## src/rtl/dsp_reset_responder.sv

```systemverilog
// Device-side Sound Blaster DSP reset responder: decodes host I/O cycles, times the
// reset pulse and startup delay, then presents 0xAA for the host to read.
module dsp_reset_responder #(
  parameter logic [15:0] BASE_ADDR         = 16'h0220,
  parameter logic [15:0] RESET_HOLD_CYCLES = 16'd150,
  parameter logic [15:0] RESPONSE_DELAY    = 16'd5000
) (
  input  logic        sys_clock,
  input  logic        reset,
  input  logic [15:0] address,
  input  logic [15:0] data_in,
  input  logic        iow_n,
  input  logic        ior_n,
  output logic [15:0] data_out,
  output logic        data_dir,
  output logic        data_avail,
  output logic        handshake_done
);

  localparam logic [15:0] ADDR_RST   = BASE_ADDR + 16'h0006;
  localparam logic [15:0] ADDR_DATA  = BASE_ADDR + 16'h000A;
  localparam logic [15:0] ADDR_WSTAT = BASE_ADDR + 16'h000C;
  localparam logic [15:0] ADDR_RSTAT = BASE_ADDR + 16'h000E;
  localparam logic [15:0] HOLD_LAST  = RESET_HOLD_CYCLES - 16'd1;
  localparam logic [15:0] DELAY_LAST = RESPONSE_DELAY - 16'd1;

  typedef enum logic [1:0] {IDLE, RST_HIGH, DELAY, READY} state_t;

  state_t      state, state_nxt;
  logic [15:0] count, count_nxt, count_inc;
  logic [7:0]  latch, latch_nxt;
  logic        iow_d, ior_d;
  logic        rd_is_data, rd_is_data_nxt;
  logic [15:0] data_out_nxt;
  logic        data_dir_nxt, data_avail_nxt, handshake_done_nxt;

  logic write_ev, read_start, read_end;
  logic rst_set, rst_clr, data_end, rd_match;
  logic [15:0] rd_value;
  logic unused_data;

  assign unused_data = ^data_in[15:1];

  // Strobe edge events; a write in the same cycle suppresses a read start
  assign write_ev   = !iow_n && iow_d;
  assign read_start = !ior_n && ior_d && !write_ev;
  assign read_end   = ior_n && !ior_d;
  assign rst_set    = write_ev && (address == ADDR_RST) && data_in[0];
  assign rst_clr    = write_ev && (address == ADDR_RST) && !data_in[0];
  assign data_end   = read_end && rd_is_data;
  assign count_inc  = (count == 16'hFFFF) ? count : count + 16'd1;

  // State register and all registered outputs
  always_ff @(posedge sys_clock) begin
    if (reset) begin
      state          <= IDLE;
      count          <= 16'd0;
      latch          <= 8'h00;
      iow_d          <= 1'b1;
      ior_d          <= 1'b1;
      rd_is_data     <= 1'b0;
      data_out       <= 16'h0000;
      data_dir       <= 1'b0;
      data_avail     <= 1'b0;
      handshake_done <= 1'b0;
    end else begin
      state          <= state_nxt;
      count          <= count_nxt;
      latch          <= latch_nxt;
      iow_d          <= iow_n;
      ior_d          <= ior_n;
      rd_is_data     <= rd_is_data_nxt;
      data_out       <= data_out_nxt;
      data_dir       <= data_dir_nxt;
      data_avail     <= data_avail_nxt;
      handshake_done <= handshake_done_nxt;
    end
  end

  // Next-state and counter
  always_comb begin
    state_nxt = state;
    count_nxt = count;
    case (state)
      IDLE: begin
        if (rst_set) begin
          state_nxt = RST_HIGH;
          count_nxt = 16'd0;
        end
      end
      RST_HIGH: begin
        count_nxt = count_inc;
        if (rst_set) begin
          count_nxt = 16'd0;
        end else if (rst_clr) begin
          count_nxt = 16'd0;
          state_nxt = (count >= HOLD_LAST) ? DELAY : IDLE;
        end
      end
      DELAY: begin
        count_nxt = count_inc;
        if (rst_set) begin
          state_nxt = RST_HIGH;
          count_nxt = 16'd0;
        end else if (count == DELAY_LAST) begin
          state_nxt = READY;
        end
      end
      READY: begin
        if (rst_set) begin
          state_nxt = RST_HIGH;
          count_nxt = 16'd0;
        end else if (data_end) begin
          state_nxt = IDLE;
        end
      end
      default: begin
        state_nxt = IDLE;
        count_nxt = 16'd0;
      end
    endcase
  end

  // Read-data selection at read start
  always_comb begin
    rd_match = 1'b1;
    rd_value = 16'h0000;
    case (address)
      ADDR_DATA:  rd_value = {8'h00, latch};
      ADDR_WSTAT: rd_value = ((state == RST_HIGH) || (state == DELAY)) ? 16'h0080 : 16'h0000;
      ADDR_RSTAT: rd_value = {8'h00, data_avail, 7'b0};
      default:    rd_match = 1'b0;
    endcase
  end

  // Output next values
  always_comb begin
    latch_nxt          = latch;
    data_out_nxt       = data_out;
    data_dir_nxt       = data_dir;
    rd_is_data_nxt     = rd_is_data;
    data_avail_nxt     = (state_nxt == READY);
    handshake_done_nxt = (state == READY) && (state_nxt == IDLE);
    if ((state == DELAY) && (state_nxt == READY)) begin
      latch_nxt = 8'hAA;
    end
    if (read_start && rd_match) begin
      data_out_nxt   = rd_value;
      data_dir_nxt   = 1'b1;
      rd_is_data_nxt = (address == ADDR_DATA);
    end else if (read_end) begin
      data_dir_nxt   = 1'b0;
      rd_is_data_nxt = 1'b0;
    end
  end

endmodule
```

## config.mk

```make
export PLATFORM = sky130hd
export DESIGN_NAME = dsp_reset_responder
export DESIGN_NICKNAME = d
export VERILOG_FILES = /design/src/rtl/dsp_reset_responder.sv
export SDC_FILE = /design/constraint.sdc
export NUM_CORES = 1
export LEC_CHECK = 0
export ABC_AREA = 1
export CELL_PAD_IN_SITES_DETAIL_PLACEMENT = 0
export CELL_PAD_IN_SITES_GLOBAL_PLACEMENT = 1
export CORE_UTILIZATION = 35
export DETAILED_ROUTE_END_ITERATION = 7
export HOLD_SLACK_MARGIN = 0.1
export MAX_ROUTING_LAYER = met4
export PLACE_DENSITY_LB_ADDON = 0.1
export SYNTH_ARGS = -nofsm -noshare
export SYNTH_HDL_FRONTEND = slang
export SYNTH_SLANG_ARGS = --single-unit
```

## constraint.sdc

```tcl
create_clock -name sys_clock -period 3.8 [get_ports sys_clock]
set_clock_uncertainty 0.15 [all_clocks]
set_input_delay 1.14 -clock sys_clock [delete_from_list [all_inputs] [get_ports sys_clock]]
set_output_delay 1.14 -clock sys_clock [all_outputs]
set_load 0.005 [all_outputs]
```

== Word-level counts from Yosys, hierarchy flattened ==
Cells that the tools add are included.
Storage, ports and cells
  register bits after elaboration: 41
  bits of input ports: 36
Operators by class
  add/sub/neg operators: 1
  magnitude comparators: 1
  equal/unequal tests: 11
  multiplexer cells: 21
  reduce and logical (&&, ||, !) cells: 22
Operators with widths (count)
  two-way mux 16 bit: 5
  equality test 16 x 10 -> 1 bit (second input constant): 4
  case mux 16 bit (3 select lines): 1
  case mux 8 bit (3 select lines): 1
  adder 16 x 1 -> 16 bit (second input constant): 1
  equality test 16 x 13 -> 1 bit (second input constant): 1
  equality test 16 bit (second input constant): 1
  greater-or-equal comparator 16 x 8 -> 1 bit (second input constant): 1
  two-way mux 2 bit: 8
  logical AND 1 bit: 11
  two-way mux 8 bit: 1
  case mux 2 bit (4 select lines): 1
  equality test 2 bit (second input constant): 3
  zero test 1 bit: 5
  zero test 2 bit: 2
  two-way mux 1 bit: 4
  OR reduction 3 bit: 1
  equality test 2 x 1 -> 1 bit (second input constant): 1
  inequality test 2 x 1 -> 1 bit (second input constant): 1
  nonzero test 2 bit: 1
  OR reduction 2 bit: 1
  logical OR 1 bit: 1

== Logic depth before layout (Yosys ltp) ==
  depth after elaboration: 9
  gate-level depth with buffers: 14
  depth with buffers taken out: 14

== Worst setup path before layout ==
No wires, ideal clock.
  kind: input to register
  start: input port address[15]
  end: register count[13]
  setup time: 0.121 ns
  arrival time: 2.148 ns
  required time: 3.529 ns
  setup slack: 1.381 ns
  cell stages on the path: 10
  cell sequence: nor2_1 > nand2_1 > nor2_4 > nand3_4 > nand2_1 > nand2_1 > nand2_1 > nand2_1 > nand2_2 > nor3_1
Between the ends
  longest elaborated chain between the ends: 6
  elaborated cells on any way between the ends: 9
Ends and longest elaborated chain
  from (decl): line 10  | input logic [15:0] address,
  equality test 16 x 10 -> 1 bit (*): line 48, 49
  logical AND 1 bit (*): line 48, 49
  logical AND 1 bit: line 49  | assign rst_clr = write_ev && (address == ADDR_RST) && !data_in[0];
  two-way mux 16 bit: line 95  | end else if (rst_clr) begin
  two-way mux 16 bit: line 93  | if (rst_set) begin
  case mux 16 bit (3 select lines): line 84  | case (state)
  to (signal assigned): line 68  | count <= count_nxt;
  to (decl): line 30  | logic [15:0] count, count_nxt, count_inc;
Every way passes the cells marked *; elsewhere a longest branch is shown, timed or not.
A chain may end at the register's enable or synchronous reset.

== Worst setup path after layout ==
  start: input port address[2]
  end: register count[13]
The elaborated chain is that of the path after synthesis.

==> run metrics <==
Synth Instances=between 200 and 300; reg2reg end=count[9]$_SDFFE_PP0P_; DPL Wire Length=3.31 mm; diode count=0; final hold violation count=0; Starting Density=a little under two fifths; vias per std cell=4.52; Synth Cell Area=0.00192 sq mm; DR WL/cell=10.9 um; Final Cycle Share=74.7%; I/O pin total=55; Routed Antenna Nets=0; Clk Latency, worst-skew pair=0.27 ns; Initial DRC Count=135; Site Rows=26; CP max FO=10; number of CTS-inserted buffers=3; Critical Path Start Type=input port; initial antenna violation count=0; fin crit period=2.84 ns; setup TNS=0 ns; top cell type by total area after synthesis=dfxtp_1; CTS tree=done; vias in the first global route=1652; DIE AREA=between 0.005 and 0.006 sq mm; Setup-failing EPs final=0; biggest regs=count: 16 flops, data_out: 2 flops, state: 2 flops; Root Driver=clkbuf_8; Chip Height=76.1 um; First-pass DRT Iterations=5; PD cells=243 mW/mm^2; Via Count=1763; Area growth syn-to-layout=17.8%; htree depth=1; grt total ovfl=0; NumNets Final=~360; largest net degree at the start of global routing=15; crit path capture type=flop; FFs w/ async S/R, synth=0%; Setup crit start=address[2]; Post-synth EDFFs=0; Max-cap violations=0; Req. time, crit path=between 3 and 4 ns; Residual DRC=0; Clock transition at path regs=0.10 ns; Max Clock Freq=0.352 GHz; synth cell count leaders=69 x nand2_1, 40 x nor2_1, 37 x inv_1, 27 x dfxtp_1, 18 x nand3_1; Placement Setup Slack=0.638 ns; layout cells sized above 1=10.3%; first-pass GRT wire length=7.54 mm; crit path DAT=2.85 ns; worst hold path type=flop to flop; clk buf depth=2; RR Startpoint=count[0]$_SDFFE_PP0P_; All-Layer GR Usage=around 16%; critical path type=input port to flop; die width=~76 um; status=finished, final reports clean; Max IR drop VDD=150 uV; Resize count post-CTS=0; mean post-synth cell area=6.59 sq um; Largest Register=count; Worst Reg2Reg Path Length in Cells=13; register bit total from synthesis=27; max reg flops=16; critical path endpoint=count[13]$_SDFFE_PP0P_; GP Congestion=0.795; RSZ-0062 raised after global routing=no; sequential area share after synthesis=28.1%; clock sink count=27; Port-buffer cells=27; synth unique cells=32; reg2reg setup slack=1.73 ns; top cells by area, synth=dfxtp_1 28%, nand2_1 13%, nor2_1 7.8%; Placeable Area=0.00520 sq mm; Synth Flop Type=dfxtp_1; most common cell in the netlist=nand2_1; wirelength, routed=4.26 mm; Synth warnings=0; Static Leak=0.984 nW; # hold bufs at CTS=0; setup ws final=about 0.96 ns; post-synth top area share=28.1%; postcts setup bufs=0; fin. max-slew vios=0
how the worst min path moves through the flow:
stage,from,to,slack [ns],cells after the start
finish,latch[1]$_SDFFE_PP0P_,latch[1]$_SDFFE_PP0P_,0.32,2
global route,latch[1]$_SDFFE_PP0P_,latch[1]$_SDFFE_PP0P_,0.33,2
CTS,latch[1]$_SDFFE_PP0P_,latch[1]$_SDFFE_PP0P_,0.32,2
detailed placement,latch[1]$_SDFFE_PP0P_,latch[1]$_SDFFE_PP0P_,0.30,2
global placement,latch[1]$_SDFFE_PP0P_,latch[1]$_SDFFE_PP0P_,0.29,2
floorplan,latch[1]$_SDFFE_PP0P_,latch[1]$_SDFFE_PP0P_,0.28,2
through the flow:
stage | power (mW) | area, sq um | std cells | hold slack, ns | utilization (%)
after floorplan | 0.361 | 1960 | 303 | 0.277 | -
after global placement | 0.391 | 2220 | 386 | 0.294 | 42.7
after detailed placement | 0.390 | 2220 | 386 | 0.300 | 42.7
after CTS | 0.562 | 2270 | 390 | 0.316 | 43.5
after global routing | 0.584 | 2270 | 390 | 0.326 | 43.5
final | 0.552 | 2270 | 390 | 0.318 | 43.5
layer usage:
layer,GRT usage (%),up-vias,routed length (um)
met4,5.38,0,35
met1,22.4,778,2270
met5,-,-,0
li1,-,952,-
met3,2.40,2,139
met2,24.8,31,1820
critical path: stages:
cell and delay (ns):
clkdlybuf4s50_1 0.54, inv_2 0.06, nor2_2 0.09, nand3_2 0.10, nor2_4 0.12, nand3_4 0.15
nand2_1 0.09, nand2_1 0.06, nand2_1 0.12, nand2_1 0.08, nand2_2 0.22, nor3_1 0.08
report_power, final:
group / total, mW / internal (mW) / switching [mW]
Combinational: 0.0921 / 0.0387 / 0.0533
Sequential: 0.291 / 0.287 / 0.00406
Clock: 0.168 / 0.0752 / 0.0931
cells by family (layout without fill, tap and decap cells):
logic type	after synthesis	count (layout)	share of synthesized area, %
flip-flops	27	27	28.1
XOR/XNOR	5	5	2.28
AND/OR/NAND/NOR	168	168	43.3
AO/OA/AOI/OAI	27	27	7.55
adder cells (fa/ha/maj)	7	7	4.55
other	1	12	0.195
buffers and inverters	57	74	14.0
layout by cell type, fill, tap and decap left out:
cell,n
o22ai_1,3
nand4_1,6
nand3_2,1
nor3b_2,1
ha_1,7
o21ai_0,8
nor3_2,1
nor2_4,5
nor3_4,1
nand3b_1,1
inv_4,1
nand2_1,69
nand2_2,6
nand2_8,2
nor2_2,2
buf_4,1
inv_2,4
a21oi_1,14
clkbuf_1,1
clkdlybuf4s50_1,27
conb_1,12
nor4_1,1
dfxtp_1,27
nor2_1,40
inv_1,37
nand3_1,18
or2_2,3
nand3_4,1
clkbuf_8,3
a211oi_1,1
a21oi_2,1
xor2_1,5
nor3_1,9
or2_1,1
cell type report:
cell class	instances	area [sq um]
repair buffers	28	278
clock buffers	4	45.0
well taps	70	87.6
fillers	570	2940
multi-input cells	219	1150
inverters	42	160
flip-flops and latches	27	541
(Power assumes the default switching activity.)
